--- src/rtl/mux4_rr_arbiter.sv ---
// Four-source round-robin arbiter with a registered shared data mux.
// Owners are forcibly released after MAX_HOLD consecutive grant cycles.
module mux4_rr_arbiter #(
    parameter int WIDTH    = 8,
    parameter int MAX_HOLD = 15
) (
    input  logic             clk,
    input  logic             rst,
    input  logic [3:0]       req,
    input  logic [WIDTH-1:0] d0,
    input  logic [WIDTH-1:0] d1,
    input  logic [WIDTH-1:0] d2,
    input  logic [WIDTH-1:0] d3,
    output logic [3:0]       gnt,
    output logic [1:0]       sel,
    output logic [WIDTH-1:0] y,
    output logic             busy,
    output logic             timeout
);

    localparam int CW = $clog2(MAX_HOLD + 1);
    localparam logic [CW-1:0] LAST = CW'(MAX_HOLD - 1);

    typedef enum logic {
        IDLE,
        GRANT
    } state_t;

    state_t          state;
    logic [1:0]      ptr;
    logic [CW-1:0]   cnt;
    logic [1:0]      win;
    logic [WIDTH-1:0] dsel;

    // Lowest rotation offset from ptr with a set request wins.
    always_comb begin
        win = ptr;
        for (int k = 3; k >= 0; k--) begin
            if (req[ptr + 2'(k)]) begin
                win = ptr + 2'(k);
            end
        end
    end

    always_comb begin
        dsel = d0;
        unique case (sel)
            2'd0: dsel = d0;
            2'd1: dsel = d1;
            2'd2: dsel = d2;
            2'd3: dsel = d3;
        endcase
    end

    always_ff @(posedge clk or posedge rst) begin
        if (rst) begin
            state   <= IDLE;
            gnt     <= '0;
            sel     <= '0;
            y       <= '0;
            busy    <= 1'b0;
            timeout <= 1'b0;
            ptr     <= '0;
            cnt     <= '0;
        end else begin
            y       <= busy ? dsel : '0;
            timeout <= 1'b0;
            unique case (state)
                IDLE: begin
                    if (|req) begin
                        state <= GRANT;
                        gnt   <= 4'b0001 << win;
                        sel   <= win;
                        busy  <= 1'b1;
                        cnt   <= '0;
                    end else begin
                        gnt  <= '0;
                        busy <= 1'b0;
                    end
                end
                GRANT: begin
                    if (!req[sel] || cnt == LAST) begin
                        state   <= IDLE;
                        gnt     <= '0;
                        busy    <= 1'b0;
                        ptr     <= sel + 2'd1;
                        cnt     <= '0;
                        timeout <= req[sel];
                    end else begin
                        cnt <= cnt + 1'b1;
                    end
                end
            endcase
        end
    end

endmodule

--- config.mk ---
export PLATFORM = sky130hd
export DESIGN_NAME = mux4_rr_arbiter
export DESIGN_NICKNAME = d
export VERILOG_FILES = /design/src/rtl/mux4_rr_arbiter.sv
export SDC_FILE = /design/constraint.sdc
export NUM_CORES = 1
export LEC_CHECK = 0
export CAP_MARGIN = 20
export CORE_MARGIN = 2
export CORE_UTILIZATION = 39
export CTS_BUF_LIST = sky130_fd_sc_hd__clkbuf_8
export DETAILED_ROUTE_END_ITERATION = 12
export PLACE_DENSITY = 0.78
export SLEW_MARGIN = 40
export SYNTH_ARGS = -nofsm -noshare
export SYNTH_HDL_FRONTEND = slang
export SYNTH_SLANG_ARGS = --single-unit
--- constraint.sdc ---
create_clock -name clk -period 1.45 [get_ports clk]
set_input_delay 0.145 -clock clk [delete_from_list [all_inputs] [get_ports clk]]
set_output_delay 0.145 -clock clk [all_outputs]
set_load 0.01 [all_outputs]
Word-level counts from Yosys, hierarchy flattened --
Cells that the tools add are included. Widths: inputs -> output; s select.
Word-level totals: bits of input ports 38, bits in registers 23, output and inout bits 16, logic and storage cells 61
Cells by class: add/sub/neg operators 5, shifts and indexed selects 1, $lt $le $gt $ge 5, multiplexer cells 29, bitwise operators 1, reductions and logical operators 6, eq/ne operators 6
Operators by type and width (count):
- $pmux 8 s4 | 1
- $mux 4 | 4
- $pmux 4 s2 | 2
- $lt 2x3->1 const B | 5
- $bmux 1 s2 | 5
- $mux 1 | 10
- $mux 2 | 4
- $mux 8 | 1
- $add 2x1->2 const B | 2
- $add 2x2->2 const B | 2
- $add 4x1->4 const B | 1
- $eq 2x2->1 const B | 2
- $eq 4x4->1 const B | 1
- $pmux 1 s2 | 2
- $reduce_and 2->1 | 2
- $reduce_or 4->1 | 1
- $shl 1x2->4 const A | 1
- $eq 2x1->1 const B | 1
- $logic_not 2->1 | 1
- $ne 2x1->1 const B | 1
- $ne 2x2->1 const B | 1
- $logic_not 1->1 | 1
- $logic_or 1x1->1 | 1
- $not 1->1 | 1

Longest topological paths before layout --
Gate-level depths: netlist of run 1.
depth after elaboration 10, gate-level depth with buffers 7, gate-level depth less buffers 6

Least setup slack after synthesis of run 1 --
OpenSTA, ideal clock, no wires.
kind flip-flop to flip-flop, start point reg sel[1], end point reg ptr[1], arrival 1.565 ns, required time 1.322 ns, buffers on the path 0, path slack -0.242 ns, setup time 0.128 ns, clock period less this slack 1.692 ns, cell stages (with the launch flop) 4, cells stage by stage dfrtp_1 mux4_2 a21oi_2 mux2_1
Between the ends: word-level cells in the longest chain between the ends 5, elaborated cells on any way between the ends 6, classes of those cells add/sub (1); mux (2); reduce/logical (3)
RTL lines:
- start: declaration | RTL line 15 | output logic [1:0] sel,
- start signal: assignment | RTL line 73 | sel <= win;
- $bmux 1 s2 | RTL line 82 | if (!req[sel] || cnt == LAST) begin
- $mux 1 (implied by the code) | RTL line 82
- $logic_not 1->1 | RTL line 82
- $logic_or 1x1->1 | RTL line 82
- $reduce_and 2->1 (no source line)
- end signal: assignment | RTL line 86 | ptr <= sel + 2'd1;
- end: declaration | RTL line 30 | logic [1:0] ptr;
Several ways; a longest one is shown, not always the timed one. The select of a mux whose other input is x is not followed. A chain may end at the register's enable or synchronous reset.

Final worst setup path of run 1 --
Ends and elaborated chain as after synthesis.

==> flow_summary.ini, run 1 <==
[outcome]
outcome = finished with violations
violations = setup timing

[layout]
fillers = 232
antenna-diode-count = 0
drive_gt1_share_pct = 24.2
layout.nets = 243
final_core_util_pct = 69.6
area_growth_pct = 71.1
layout.cells.non_filler = 242

[synthesis]
synth_area_per_cell_um2 = 10.1
ys_ff_latch = 23
netlist_instances = 123
syn_area_um2 = 1240
async_flop_share_pct = 100
synth.largest_area_cell = dfrtp_1
yosysWarnings = 0
synth_top_area_share_pct = 46.3
synth_edf_count = 0
ys_seq_area_share_pct = 46.3
synthTopCellsByArea = dfrtp_1, a222oi_1, ha_1, o21ai_0, nand2_1
synth_cell_types = 35
ys.flop_type = dfrtp_1
syn_nets = 167

[timing]
finalHoldViolations = 0
max_clock_freq_mhz = 618
tightest_slew_ns = 0.422
rsz0062_at_grt = yes
slew_viol_final = 0
fin_ws_ns = -0.168
period_share_pct = 112
finalCriticalPeriod_ns = 1.62
finalSetupViolations = 17
relSlewSlack_pct = 71.9
finalClockSkew_ns = 0.00294

[die]
fp.dieH_um = 60.4
pin_count = 54
fp.dieW_um = 60.4
fp-row-count = 20
die_area_um2 = 3650
start_util_pct = 40.7
coreArea_um2 = 3050

[clock_tree]
path_clk_slew_ns = 0.08
clock_sinks = 23
htreeDepth = 1
cts_tree = done
ctsHoldBuffers = 0
cts-root-buf = clkbuf_8
clock_latency_ns = 0.26
clockBufferDepth = 2
cts_made_buffers = 3

[place]
io_buffers = 53
finalWeightedCongestion = 0.867
dp_slack_ns = -0.351
place_inst = 235
dp_hpwl_um = 2950

[route]
drc = 0
wl_per_cell_um = 15.7
wl_um = 3790
viasPerCell = 5.21
drt_iter0_markers = 76
drtAntennaViolNets = 0
drt_pass1_iterations = 5
num_vias = 1260

[job]
max-cap-violations = 0

[power_and_ir_drop]
finalPower_mw = 3.73
ir_drop_uv = 1020
pwr-share-comb_pct = 60.4
p_per_area_nw_per_um2 = 1750
p_leak_nw = 0.950
seqPwrFrac_pct = 29.1
p_sw_mw = 1.40
swShare_pct = 37.5
clkPwrFrac_pct = 10.5
internal_power_mw = 2.33

[critical_path]
r2r_slack_ns = -0.17
cp.arrival_ns = 1.76
start_kind = register
r2r_start = sel[1]
ff2ff_path_depth = 3
critPathMaxFanout = 3
r2r_end = ptr[1]
crit_type = register to register
critPathCaptureType = register
cp.required_ns = 1.59

[global_routing]
grt_first_pass_wirelength_um = 6090
overflow = 0
grt_pass1_vias = 1280
grt_use_total_pct = 22.5
grt_max_degree = 24
antenna_found_initial = 0

[min_path]
hold_class = primary input to async pin
[cell usage after synthesis (2+ instances only)]
cell type	number
a21oi_1	5
a222oi_1	8
a22o_1	3
and2_1	8
clkbuf_1	3
dfrtp_1	23
ha_1	6
inv_1	7
nand2_1	14
nand2b_1	3
nand3_1	2
nor2_1	3
o21ai_0	14
o22a_1	2
or2b_1	2
[stage by stage]
stage | hold slack (ns) | setup TNS, ns | area, um^2
after detailed placement | 0.493 | -4.63 | 1970
after CTS | 0.227 | -1.20 | 2060
final | 0.217 | -1.34 | 2130
after global placement | 0.472 | -3.50 | 1970
after global routing | 0.280 | -2.28 | 2130
after floorplan | 0.147 | -0.845 | 1260
[routing by layer]
layer  GRT usage [%]  vias to the layer above  routed length [um]
li1                -                      598                   -
met1            28.0                      616                1490
met2            40.8                       42                2080
met3            2.56                        4                 169
met4            7.14                        0                  40
met5               0                        -                   0
[worst max-delay path by stage]
| stage | startpoint | end | cells past startpoint |
|---|---|---|---|
| global route | sel[1] | y[5] | 5 |
| floorplan | sel[1] | cnt[0] | 4 |
| CTS | sel[1] | ptr[1] | 3 |
| detailed placement | req[1] | gnt[3] | 6 |
| global placement | req[1] | gnt[1] | 6 |
| finish | sel[1] | ptr[1] | 3 |
[registers in the layout (all words and copies together) (netlist names)]
register  flops
busy          1
cnt           4
gnt           4
ptr           2
sel           2
state         1
timeout       1
y             8
[power by group through the flow]
stage	clock network (mW)	logic, mW	registers, mW
global placement	0	1.90	1.07
detailed placement	0	1.99	1.08
finish	0.392	2.25	1.09
global route	0.415	2.44	1.11
floorplan	0	0.901	1.17
CTS	0.393	2.09	1.08
[worst max-delay path: stages (launching register included)]
cell     delay (ns)
dfrtp_2        0.41
mux4_2         0.58
a21oi_4        0.17
mux2_1         0.34
[layout make-up]
type	instances	area, um^2	share of cell area [%]
timing repair buffer	75	719	33.8
sequential	23	578	27.2
multi-input combinational	89	702	33.0
inverter	7	26.3	1.24
clock buffer	3	41.3	1.94
tap	44	55.1	2.59
clock inverter	1	3.75	0.177
[placed cells by master, fill, tap and decap left out, types with 2 or more instances in the layout]
cell type / n
inv_1: 7
a21oi_2: 2
buf_4: 18
nand2b_1: 2
dlygate4sd2_1: 4
nand3_1: 2
a222oi_1: 8
nor2_1: 2
clkdlybuf4s50_1: 47
nand2_1: 12
a22o_1: 3
o22a_1: 2
o21ai_1: 8
dfrtp_1: 21
and2_1: 8
ha_1: 3
or2b_1: 2
a21oi_1: 3
o21ai_0: 5
nand2_2: 2
buf_6: 3
dfrtp_2: 2
ha_4: 2
dlymetal6s2s_1: 2
clkbuf_8: 3
[cells by family (layout without fill, tap and decap cells)]
logic type,after synthesis,in the layout,synth area share [%]
compound gates,38,38,21.4
xor+xnor,1,1,0.705
fa+ha+maj,6,6,6.04
buf+inv,11,86,3.93
flops,23,23,46.3
mux,3,3,3.63
simple gates,41,41,18.0
[what timing repair did]
action	4_1_cts	5_1_grt
setup endpoints to repair	23	22
pin swaps	6	18
setup buffers	1	2
gates resized for setup	17	16
(Power assumes the default switching activity.)
==> run 2: changes to the inputs <==
- CORE_MARGIN: 2 -> unset
==> run 2 against run 1 <==
  * The run still ends with setup timing left
  * Sequential cell count unchanged
  * Maximum frequency increased by 3.6%
  * Die area decreased by 6.5%
  * Global-route usage decreased by 1.0 points
  * Utilization decreased by 0.13 points
  * Power decreased by 2.1%
  * Sequential share of layout area increased by 0.27 points
  * Register-to-register slack improved by 0.06 ns
  * Clock skew decreased by 0.0013 ns
  * Combinational power decreased by 3%
==> flow_summary.ini, run 2 (same netlist as run 1, synthesis figures left out) <==
[outcome]
outcome = finished with violations
violations = setup timing

[place]
io_buffers = 53
dp_slack_ns = -0.338
dp_hpwl_um = 2730
place_inst = 235
place_area_um2 = 1970
finalWeightedCongestion = 0.919

[layout]
drive_gt1_share_pct = 23.9
top_regs = y: 8 flops, cnt: 4 flops, gnt: 4 flops
most-common-layout-cells = clkdlybuf4s50_1, dfrtp_1, buf_4
layout.nets = 242
layout.cells.non_filler = 241
largest_reg_flops = 8
area_growth_pct = 69.4
antenna-diode-count = 0
design_area_um2 = 2100
final_common_cell = clkdlybuf4s50_1
top_register = y
final_core_util_pct = 69.5

[route]
num_vias = 1270
viasPerCell = 5.27
drt_iter0_markers = 76
wl_per_cell_um = 14.5
drt_pass1_iterations = 4
drc = 0
wl_um = 3500
drtAntennaViolNets = 0

[power_and_ir_drop]
ir_drop_uv = 1550
p_leak_nw = 0.932
finalPower_mw = 3.65
p_per_area_nw_per_um2 = 1730

[clock_tree]
cts_tree = done
htreeDepth = 1
cts-root-buf = clkbuf_8
clockBufferDepth = 2
cts_made_buffers = 3
clock_sinks = 23
path_clk_slew_ns = 0.08
clock_latency_ns = 0.26

[critical_path]
worst_path_max_delay_cell = mux4_2
critPathCaptureType = register
timing.critical_path.cells = mux4_2 > a21oi_4 > mux2_4
cp.arrival_ns = 1.71
crit_type = register to register
start_kind = register
slowest_delay_ns = 0.56
critPathMaxFanout = 3
cp.required_ns = 1.60

[die]
fp.dieH_um = 58.4
die_area_um2 = 3420
coreArea_um2 = 3030
fp-row-count = 20
pin_count = 54
start_util_pct = 41.0
fp.dieW_um = 58.4

[global_routing]
grt_pass1_vias = 1201
grt_use_total_pct = 21.5
antenna_found_initial = 0
grt_max_degree = 24
grt_first_pass_wirelength_um = 5470
overflow = 0

[timing]
fin_ws_ns = -0.111
rsz0062_at_grt = yes
finalSetupViolations = 15
slew_viol_final = 0
period_share_pct = 108
finalCriticalPeriod_ns = 1.56
tightest_slew_ns = 0.388
max_clock_freq_mhz = 641
finalHoldViolations = 0
finalClockSkew_ns = 0.00161
relSlewSlack_pct = 74.2

[min_path]
hold_class = primary input to async pin

[job]
max-cap-violations = 0
[run 2: cell count changes in the layout (fill, tap and decap cells not counted), moves of 2 or more]
cell	delta
buf_6	-2
clkdlybuf4s50_1	+2
mux2_4	+2
o21ai_1	+2
[run 2: cell type report]
| class | count | area [um^2] |
|---|---|---|
| timing repair buffer | 74 | 703 |
| clock inverter | 1 | 5.00 |
| clock buffer | 3 | 41.3 |
| sequential | 23 | 578 |
| inverter | 7 | 26.3 |
| multi-input combinational | 89 | 696 |
| fill | 236 | 923 |
| tap | 44 | 55.1 |
[run 2: final timing paths]
kind	start	to	slack, ns	cells past startpoint
max in group asynchronous	rst	sel[0]	0.97	3
worst min register to register	gnt[0]	gnt[0]	0.50	2
worst min-delay path	rst	y[1]	0.24	3
worst max-delay path	sel[1]	ptr[1]	-0.11	3
worst max register to register	sel[1]	ptr[1]	-0.11	3
min in group clk	req[1]	cnt[1]	0.46	4
[run 2: metrics by stage]
step                      hold slack (ns)  TNS [ns]
after floorplan                     0.147    -0.845
after global placement              0.477     -3.57
after detailed placement            0.484     -4.12
after CTS                           0.241    -0.850
after global routing                0.279     -1.60
final                               0.236    -0.717
[run 2: worst max-delay path, delay by kind of cell (launching register included)]
family	cells	cell delay (ns)
mux	2	0.87
flops	1	0.39
compound gates	1	0.18
[run 2: repair_timing]
action                     CTS  global route
buffers inserted             2             0
hold buffers                 0             0
setup endpoints to repair   23            22
resized for setup           14            15
pin swaps                    7             8
[run 2: power breakdown]
part	internal, mW	switching (mW)	total (mW)	leakage [nW]
clock	0.191	0.196	0.388	0.0255
combinational	1.23	0.954	2.19	0.607
sequential	0.896	0.181	1.08	0.299
total	2.32	1.33	3.65	0.932
[run 2: metal layers]
layer / routed length [um] / GRT usage, % / up-vias
met5: 0 / 0 / -
met4: 78 / 6.46 / 0
met3: 136 / 4.84 / 10
met2: 1810 / 35.3 / 51
met1: 1470 / 28.5 / 614
li1: - / - / 595
==> run 3: changes to the inputs <==
- CELL_PAD_IN_SITES_DETAIL_PLACEMENT: unset -> 1
- CELL_PAD_IN_SITES_GLOBAL_PLACEMENT: unset -> 2
- CORE_UTILIZATION: 39 -> 23
- PLACE_DENSITY: 0.78 -> unset
- PLACE_DENSITY_LB_ADDON: unset -> 0.1
==> run 3 against run 2 <==
  * The flow still finishes with violations (setup timing)
  * Maximum frequency down 0.61%
  * Sequential share of layout area down 0.58 points
  * First-iteration DRC count down 34%
  * Count of clock-buffer cells in the layout unchanged
  * Wire length up 6.7%
  * Worst hold slack worse by 0.026 ns
  * Clock skew up 0.0059 ns
  * Clock power about the same
  * Sequential power about the same
  * Sequential cell count unchanged
  * Critical path type unchanged
  * Critical endpoint unchanged
==> flow_summary.ini, run 3 (same netlist as run 1, synthesis figures left out) <==
[outcome]
outcome = finished with violations
violations = setup timing

[die]
pin_count = 54
coreArea_um2 = 5140
die_area_um2 = 5700
fp.dieH_um = 75.5
fp.dieW_um = 75.5
fp-row-count = 26
start_util_pct = 24.2

[layout]
area_growth_pct = 73.0
top_register = y
most-common-layout-cells = clkdlybuf4s50_1, dfrtp_1, buf_4
drive_gt1_share_pct = 21.8
top_regs = y: 8 flops, cnt: 4 flops, gnt: 4 flops
design_area_um2 = 2150
final_common_cell = clkdlybuf4s50_1
largest_reg_flops = 8
layout.nets = 242
antenna-diode-count = 0

[clock_tree]
path_clk_slew_ns = 0.08
cts_tree = done
clock_latency_ns = 0.26
htreeDepth = 1
cts_made_buffers = 3
ctsHoldBuffers = 0
cts-root-buf = clkbuf_8
clock_sinks = 23
clockBufferDepth = 2

[route]
drt_iter0_markers = 50
drt_pass1_iterations = 4
drc = 0
viasPerCell = 4.56
wl_um = 3730
drtAntennaViolNets = 0
num_vias = 1218
wl_per_cell_um = 14.0

[critical_path]
critPathCaptureType = register
r2r_slack_ns = -0.12
cp.required_ns = 1.60
start_kind = register
cp.arrival_ns = 1.72
crit_type = register to register
critPathMaxFanout = 3

[timing]
finalSetupViolations = 17
setup_tns_ns = -0.729
tightest_slew_ns = 0.383
relSlewSlack_pct = 74.2
fin_ws_ns = -0.121
finalHoldViolations = 0
slew_viol_final = 0
finalCriticalPeriod_ns = 1.57
rsz0062_at_grt = yes
finalClockSkew_ns = 0.00751
max_clock_freq_mhz = 637
period_share_pct = 108

[place]
place_area_um2 = 1980
io_buffers = 53
dp_hpwl_um = 3080
finalWeightedCongestion = 0.780
dp_slack_ns = -0.437

[power_and_ir_drop]
p_per_area_nw_per_um2 = 1700
ir_drop_uv = 705
p_leak_nw = 0.927

[job]
max-cap-violations = 0

[global_routing]
overflow = 0
grt_pass1_vias = 1314
antenna_found_initial = 0
grt_first_pass_wirelength_um = 6240
grt_max_degree = 24
grt_use_total_pct = 14.6

[min_path]
hold_class = primary input to async pin
[run 3: path summary, 6_finish.rpt]
| kind | from | cells after the start | endpoint |
|---|---|---|---|
| min reg2reg | gnt[0] | 2 | gnt[0] |
| max reg2reg | sel[1] | 3 | ptr[1] |
| max in group asynchronous | rst | 3 | sel[0] |
| max | sel[1] | 3 | ptr[1] |
| min in group clk | gnt[0] | 2 | gnt[0] |
| min | rst | 3 | cnt[1] |
[run 3: power by group]
part           switching (mW)  internal (mW)
registers               0.179          0.896
logic                   0.969           1.22
clock network           0.199          0.189
total                    1.35           2.30
[run 3: through the flow]
step	util, %	power [mW]	std cells	hold slack (ns)
after floorplan	-	2.07	123	0.147
after detailed placement	38.4	2.98	259	0.477
after global routing	41.8	3.96	267	0.244
after CTS	41.2	3.64	267	0.226
after global placement	38.4	2.95	259	0.475
final	41.8	3.65	267	0.210
[run 3: routing by layer]
metal,vias up,global-route usage (%),wire [um],share of wire [%]
met2,39,24.9,1850,50
met3,0,3.17,213,5.7
met1,584,18.2,1670,45
met4,0,5.14,0,0
met5,-,0,0,0
li1,595,-,-,-
[run 3: cell type report]
type	count	area [um^2]
Clock buffer	3	41.3
Timing Repair Buffer	74	708
Inverter	7	26.3
Multi-Input combinational cell	89	704
Fill cell	607	2990
Sequential cell	23	578
Tap cell	70	87.6
Clock inverter	1	3.75
[run 3: repair_timing]
action / in CTS / in global routing
setup endpoints to repair: 22 / 22
pin swaps: 6 / 7
gates resized for setup: 18 / 12
endpoints found under the hold margin: 0 / 0
gates cloned: 0 / 0
buffers inserted: 4 / 1
[run 3: worst max-delay path, cell delays in order, from the launching register on]
cell and delay, ns:
dfrtp_2 0.41, mux4_2 0.56, a21oi_4 0.16, mux2_1 0.33
==> RTL edit 1: new RTL, config.mk and constraints of run 1 <==
Change the parameter `MAX_HOLD` from 15 to 16.
--- a/src/rtl/mux4_rr_arbiter.sv
+++ b/src/rtl/mux4_rr_arbiter.sv
@@ -2,7 +2,7 @@
 // Owners are forcibly released after MAX_HOLD consecutive grant cycles.
 module mux4_rr_arbiter #(
     parameter int WIDTH    = 8,
-    parameter int MAX_HOLD = 15
+    parameter int MAX_HOLD = 16
 ) (
     input  logic             clk,
     input  logic             rst,
Behaviour: no difference found for any inputs over 10 cycles, from zero or initial values and one cycle with rst high; that may be too few to reach the edited logic, so the function may still have changed.
==> RTL edit 1 against run 1 <==
The flow still finishes with violations (negative setup slack); synthesized area increased by 3.4%; setup slack better by 75 ps; critical path depth unchanged; wire length increased by 7.0%; power increased by 4.3%; design area grew 2.9%; synthesized cell count up 2.4%; sequential cell count grew 1; worst hold slack worse by 100 ps; critical path type unchanged; largest power group unchanged.
==> RTL edit 1: results (changes against run 1) <==
Status -> complete, but fails checks (unchanged)
Violated checks -> negative setup slack (unchanged)
GRT Resource Usage Total -> 0.216 (was 0.225)
DR WL/cell -> 16.8 µm (was 15.7 µm)
Filler cell count -> 236 (was 232)
Peak supply drop -> 0.00107 V (was 0.00102 V)
Vias in the first global route -> 1303 (was 1280)
Clock buffer depth -> 2 (unchanged)
Synth top cells by count -> dfrtp_1 (24), nand2_1 (16), o21ai_0 (12) (was dfrtp_1 (23), nand2_1 (14), o21ai_0 (14))
Power density cells -> 1780 mW/mm² (was 1750 mW/mm²)
Clock root buffer -> clkbuf_8 (unchanged)
First DRT Iteration DRCs -> 60 (was 76)
Top flop regs -> y: 8 flops, cnt: 5 flops, gnt: 4 flops (was y: 8 flops, cnt: 4 flops, gnt: 4 flops)
Setup slack after layout -> -92.7 ps (was -168 ps)
Hold Crit Class -> primary input to async pin (unchanged)
Post-Syn Nets -> 170 (was 167)
GPL Wtd Cong -> 0.875 (was 0.867)
Clock skew -> 4.92 ps (was 2.94 ps)
Largest net degree at the start of global routing -> 17 (was 24)
N_diodes -> 0 (unchanged)
Leakage power -> 0.971 nW (was 0.950 nW)
Clk_lat worst skew -> 260 ps (about the same)
Register area share after synthesis -> 0.467 (was 0.463)
First-pass GRT wire length -> 6.05 mm (was 6.09 mm)
Maximum fanout along the worst path -> 6 (was 3)
Netlist cell types -> 32 (was 35)
Cts hold-fix bufs -> 0 (unchanged)
Drt via density -> 5.25 (was 5.21)
DP Area -> 0.00199 mm² (was 0.00197 mm²)
Worst slew margin -> 0.731 (was 0.719)
Synth area leaders -> dfrtp_1 (47%), a222oi_1 (6.2%), ha_1 (5.8%) (was dfrtp_1 (46%), a222oi_1 (6.4%), ha_1 (6.0%))
Final setup viols -> 19 (was 17)
RR Endpoint -> cnt[2] (was ptr[1])
Share of cells above drive strength 1 -> 0.263 (was 0.242)
Worst R2R Path Depth -> 3 (unchanged)
Detailed Place HPWL -> 2.97 mm (was 2.95 mm)
## RTL edit 1: timing repair
item | in CTS | in global routing
cloned | 0 | 0
pin swaps | 7 | 10
setup buffers | 2 | 0
resized for setup | 15 | 20
endpoints found under the setup margin | 24 | 24
## RTL edit 1: logic make-up (layout without fill, tap and decap cells)
kind of cell	count (synthesis)	count (layout)	share of synthesized area
XOR/XNOR	1	1	0.00682
AO/OA/AOI/OAI	37	37	0.227
flip-flops	24	24	0.467
AND/OR/NAND/NOR	41	41	0.161
buffers and inverters	14	86	0.0467
multiplexers	3	3	0.0331
adder cells (fa/ha/maj)	6	6	0.0584
## RTL edit 1: stage by stage
step	hold slack [ps]	worst slack, ps	TNS [ps]	power [mW]	std cells
finish	114	-92.7	-1090	3.89	242
global route	133	-156	-2350	4.13	242
CTS	120	-68.9	-596	3.71	242
detailed placement	386	-367	-5320	3.15	236
global placement	386	-300	-4490	3.08	236
floorplan	159	-101	-484	2.18	126
## RTL edit 1: per-layer routing
metal  part of all wire  global-route usage
met3              0.036              0.0273
met4              0.018              0.0578
met1               0.43               0.282
met2               0.52               0.380
met5                  0                   0
## RTL edit 1: worst max path at each step
stage,depth (start not counted),end,from,slack [ps]
finish,3,cnt[2],sel[1],-90
global route,7,cnt[2],cnt[0],-160
CTS,3,cnt[2],sel[1],-70
detailed placement,5,gnt[3],req[3],-370
global placement,5,cnt[3],req[3],-300
floorplan,4,cnt[2],sel[1],-100
## RTL edit 1: area by class of cell
class,instances,share of cell area
timing repair buffer,74,0.321
multi-input combinational,88,0.340
sequential,24,0.276
clock buffer,4,0.0252
inverter,8,0.0137
tap,44,0.0252
## RTL edit 1: where the power goes
group	total, mW	internal, mW	switching (mW)
sequential	1.16	0.937	0.226
combinational	2.29	1.23	1.06
clock	0.439	0.242	0.198
==> RTL edit 2: new RTL, flow settings as in run 1 <==
Without the edit above. Make the reset (`rst`) synchronous in one clocked block.
--- a/src/rtl/mux4_rr_arbiter.sv
+++ b/src/rtl/mux4_rr_arbiter.sv
@@ -52,7 +52,7 @@
         endcase
     end
 
-    always_ff @(posedge clk or posedge rst) begin
+    always_ff @(posedge clk) begin
         if (rst) begin
             state   <= IDLE;
             gnt     <= '0;
Formal check against the unedited RTL: differs if rst is asserted again (counterexample within 4 cycles, from zero or initial values and one cycle with rst high); with rst held inactive, the same outputs for 10 cycles.
==> RTL edit 2 against run 1 <==
The flow finishes with violations (design-rule violations, negative setup slack); synthesized cell count rose by 11%; setup slack improved by 110 ps; sequential cell count unchanged; synthesized area shrank 6.4%; fmax is 7.2% higher; via count fell by 1.5%; first-iteration DRC count decreased by 43%; clock skew increased by 0.51 ps; non-clock buffer count down 8; wire length down 15%; design area fell by 9.4%.
Power is not compared: it rests on default switching activity, and its combinational part moved more than twofold at a synthesized area within 25%.
==> RTL edit 2: results (changes against run 1) <==
Hold Crit Class -> flop to flop (was primary input to async pin)
Violated checks -> design-rule violations, negative setup slack (was negative setup slack)
Drt via density -> 5.35 (was 5.21)
GRT Resource Usage Total -> 0.195 (was 0.225)
Vias in the first global route -> 1228 (was 1280)
Synth Area in Adders -> 0.0646 (was 0.0604)
Synth area leaders -> dfxtp_1 (40%), nor2_1 (8.4%), a21oi_1 (6.9%) (was dfrtp_1 (46%), a222oi_1 (6.4%), ha_1 (6.0%))
Post-Synth XOR/XNOR Area -> 0 (was 0.00705)
Post-synthesis cell count -> 137 (was 123)
# port buffers -> 53 (unchanged)
Met1 usage -> 0.248 (was 0.280)
Multi-input gates -> 100 (was 89)
First-pass GRT wire length -> 5.25 mm (was 6.09 mm)
Peak supply drop -> 0.000421 V
Main synth FF type -> dfxtp_1 (was dfrtp_1)
Setup slack after layout -> -59.0 ps (was -168 ps)
Seq/total area -> 0.245 (was 0.272)
Resize count post-CTS -> 5 (was 17)
Max incr delay on CP -> 550 ps (was 580 ps)
Bufs w/o clock -> 67 (was 75)
Final setup viols -> 6 (was 17)
Mux contribution to synthesized area -> 0.0366 (was 0.0363)
Grt met3 use -> 0.0220 (was 0.0256)
First DRT Iteration DRCs -> 43 (was 76)
Switch share -> 0.277
ANT nets after route -> 0 (unchanged)
Clock skew -> 3.45 ps (was 2.94 ps)
Largest net degree at the start of global routing -> 17 (was 24)
Clock buffer depth -> 2 (unchanged)
Non-Filler Instances -> 232 (was 242)
GPL Wtd Cong -> 0.866 (was 0.867)
Setup Total Neg Slack -> -273 ps (was -1340 ps)
Multi-input combinational area share -> 0.366 (was 0.330)
Layout Nets -> 246 (was 243)
Share of cells above drive strength 1 -> 0.199 (was 0.242)
Worst slew margin -> 0.716 (was 0.719)
Netlist cell types -> 32 (was 35)
Compound-gate portion of the synthesized area -> 0.240 (was 0.213)
Synth top cells by count -> nor2_1 (26), dfxtp_1 (23), a21oi_1 (16) (was dfrtp_1 (23), nand2_1 (14), o21ai_0 (14))
Post-CTS setup buffer count -> 0 (was 1)
Status -> complete, but fails checks (unchanged)
Pre-CTS setup slack -> -373 ps (was -351 ps)
Detailed Place HPWL -> 2.51 mm (was 2.95 mm)
CP delay by family, top -> multiplexers (unchanged)
Post-synth top area share -> 0.396 (was 0.463)
Non-clock buffering overhead -> 0.331 (was 0.338)
Mapped Area -> 0.00116 mm² (was 0.00124 mm²)
Register area share after synthesis -> 0.396 (was 0.463)
Maximum fanout along the worst path -> 7 (was 3)
Clock-cell share of area -> 0.0240 (was 0.0212)
Post-Syn Nets -> 181 (was 167)
Area taken by multi-input logic gates -> 706 µm² (was 702 µm²)
Pre-antenna DRT Iters -> 9 (was 5)
DP Area -> 0.00180 mm² (was 0.00197 mm²)
DRC viols -> 2 (was 0)
Post-synthesis async set-or-reset flop share -> 0 (was 1.00)
Met2 Usage GRT -> 0.342 (was 0.408)
CP arrival -> 1670 ps (was 1760 ps)
DR WL/cell -> 13.9 µm (was 15.7 µm)
Filler cell count -> 236 (was 232)
-- RTL edit 2: cell count changes after synthesis, sizes merged, moves of 3 or more --
cell and delta:
and2 -8, a22o -3, a211oi +3, nand2b -3
o21ai -10, a21oi +10, nand2 -5, dfxtp +23
dfrtp -23, nand3b +3, nor2 +23
-- RTL edit 2: layer usage --
| layer | part of all wire | wire length, µm | vias to the layer above |
|---|---|---|---|
| li1 | - | - | 623 |
| met1 | 0.43 | 1400 | 572 |
| met3 | 0.045 | 146 | 6 |
| met5 | 0 | 0 | - |
| met4 | 0.016 | 53 | 0 |
| met2 | 0.50 | 1630 | 40 |
-- RTL edit 2: final timing paths --
path | to | slack, ps | cells after the start | from
worst max-delay path | gnt[3] | -60 | 4 | sel[1]
worst min-delay path | gnt[0] | 470 | 2 | gnt[0]
worst max register to register | gnt[3] | -60 | 4 | sel[1]
worst min register to register | gnt[0] | 470 | 2 | gnt[0]
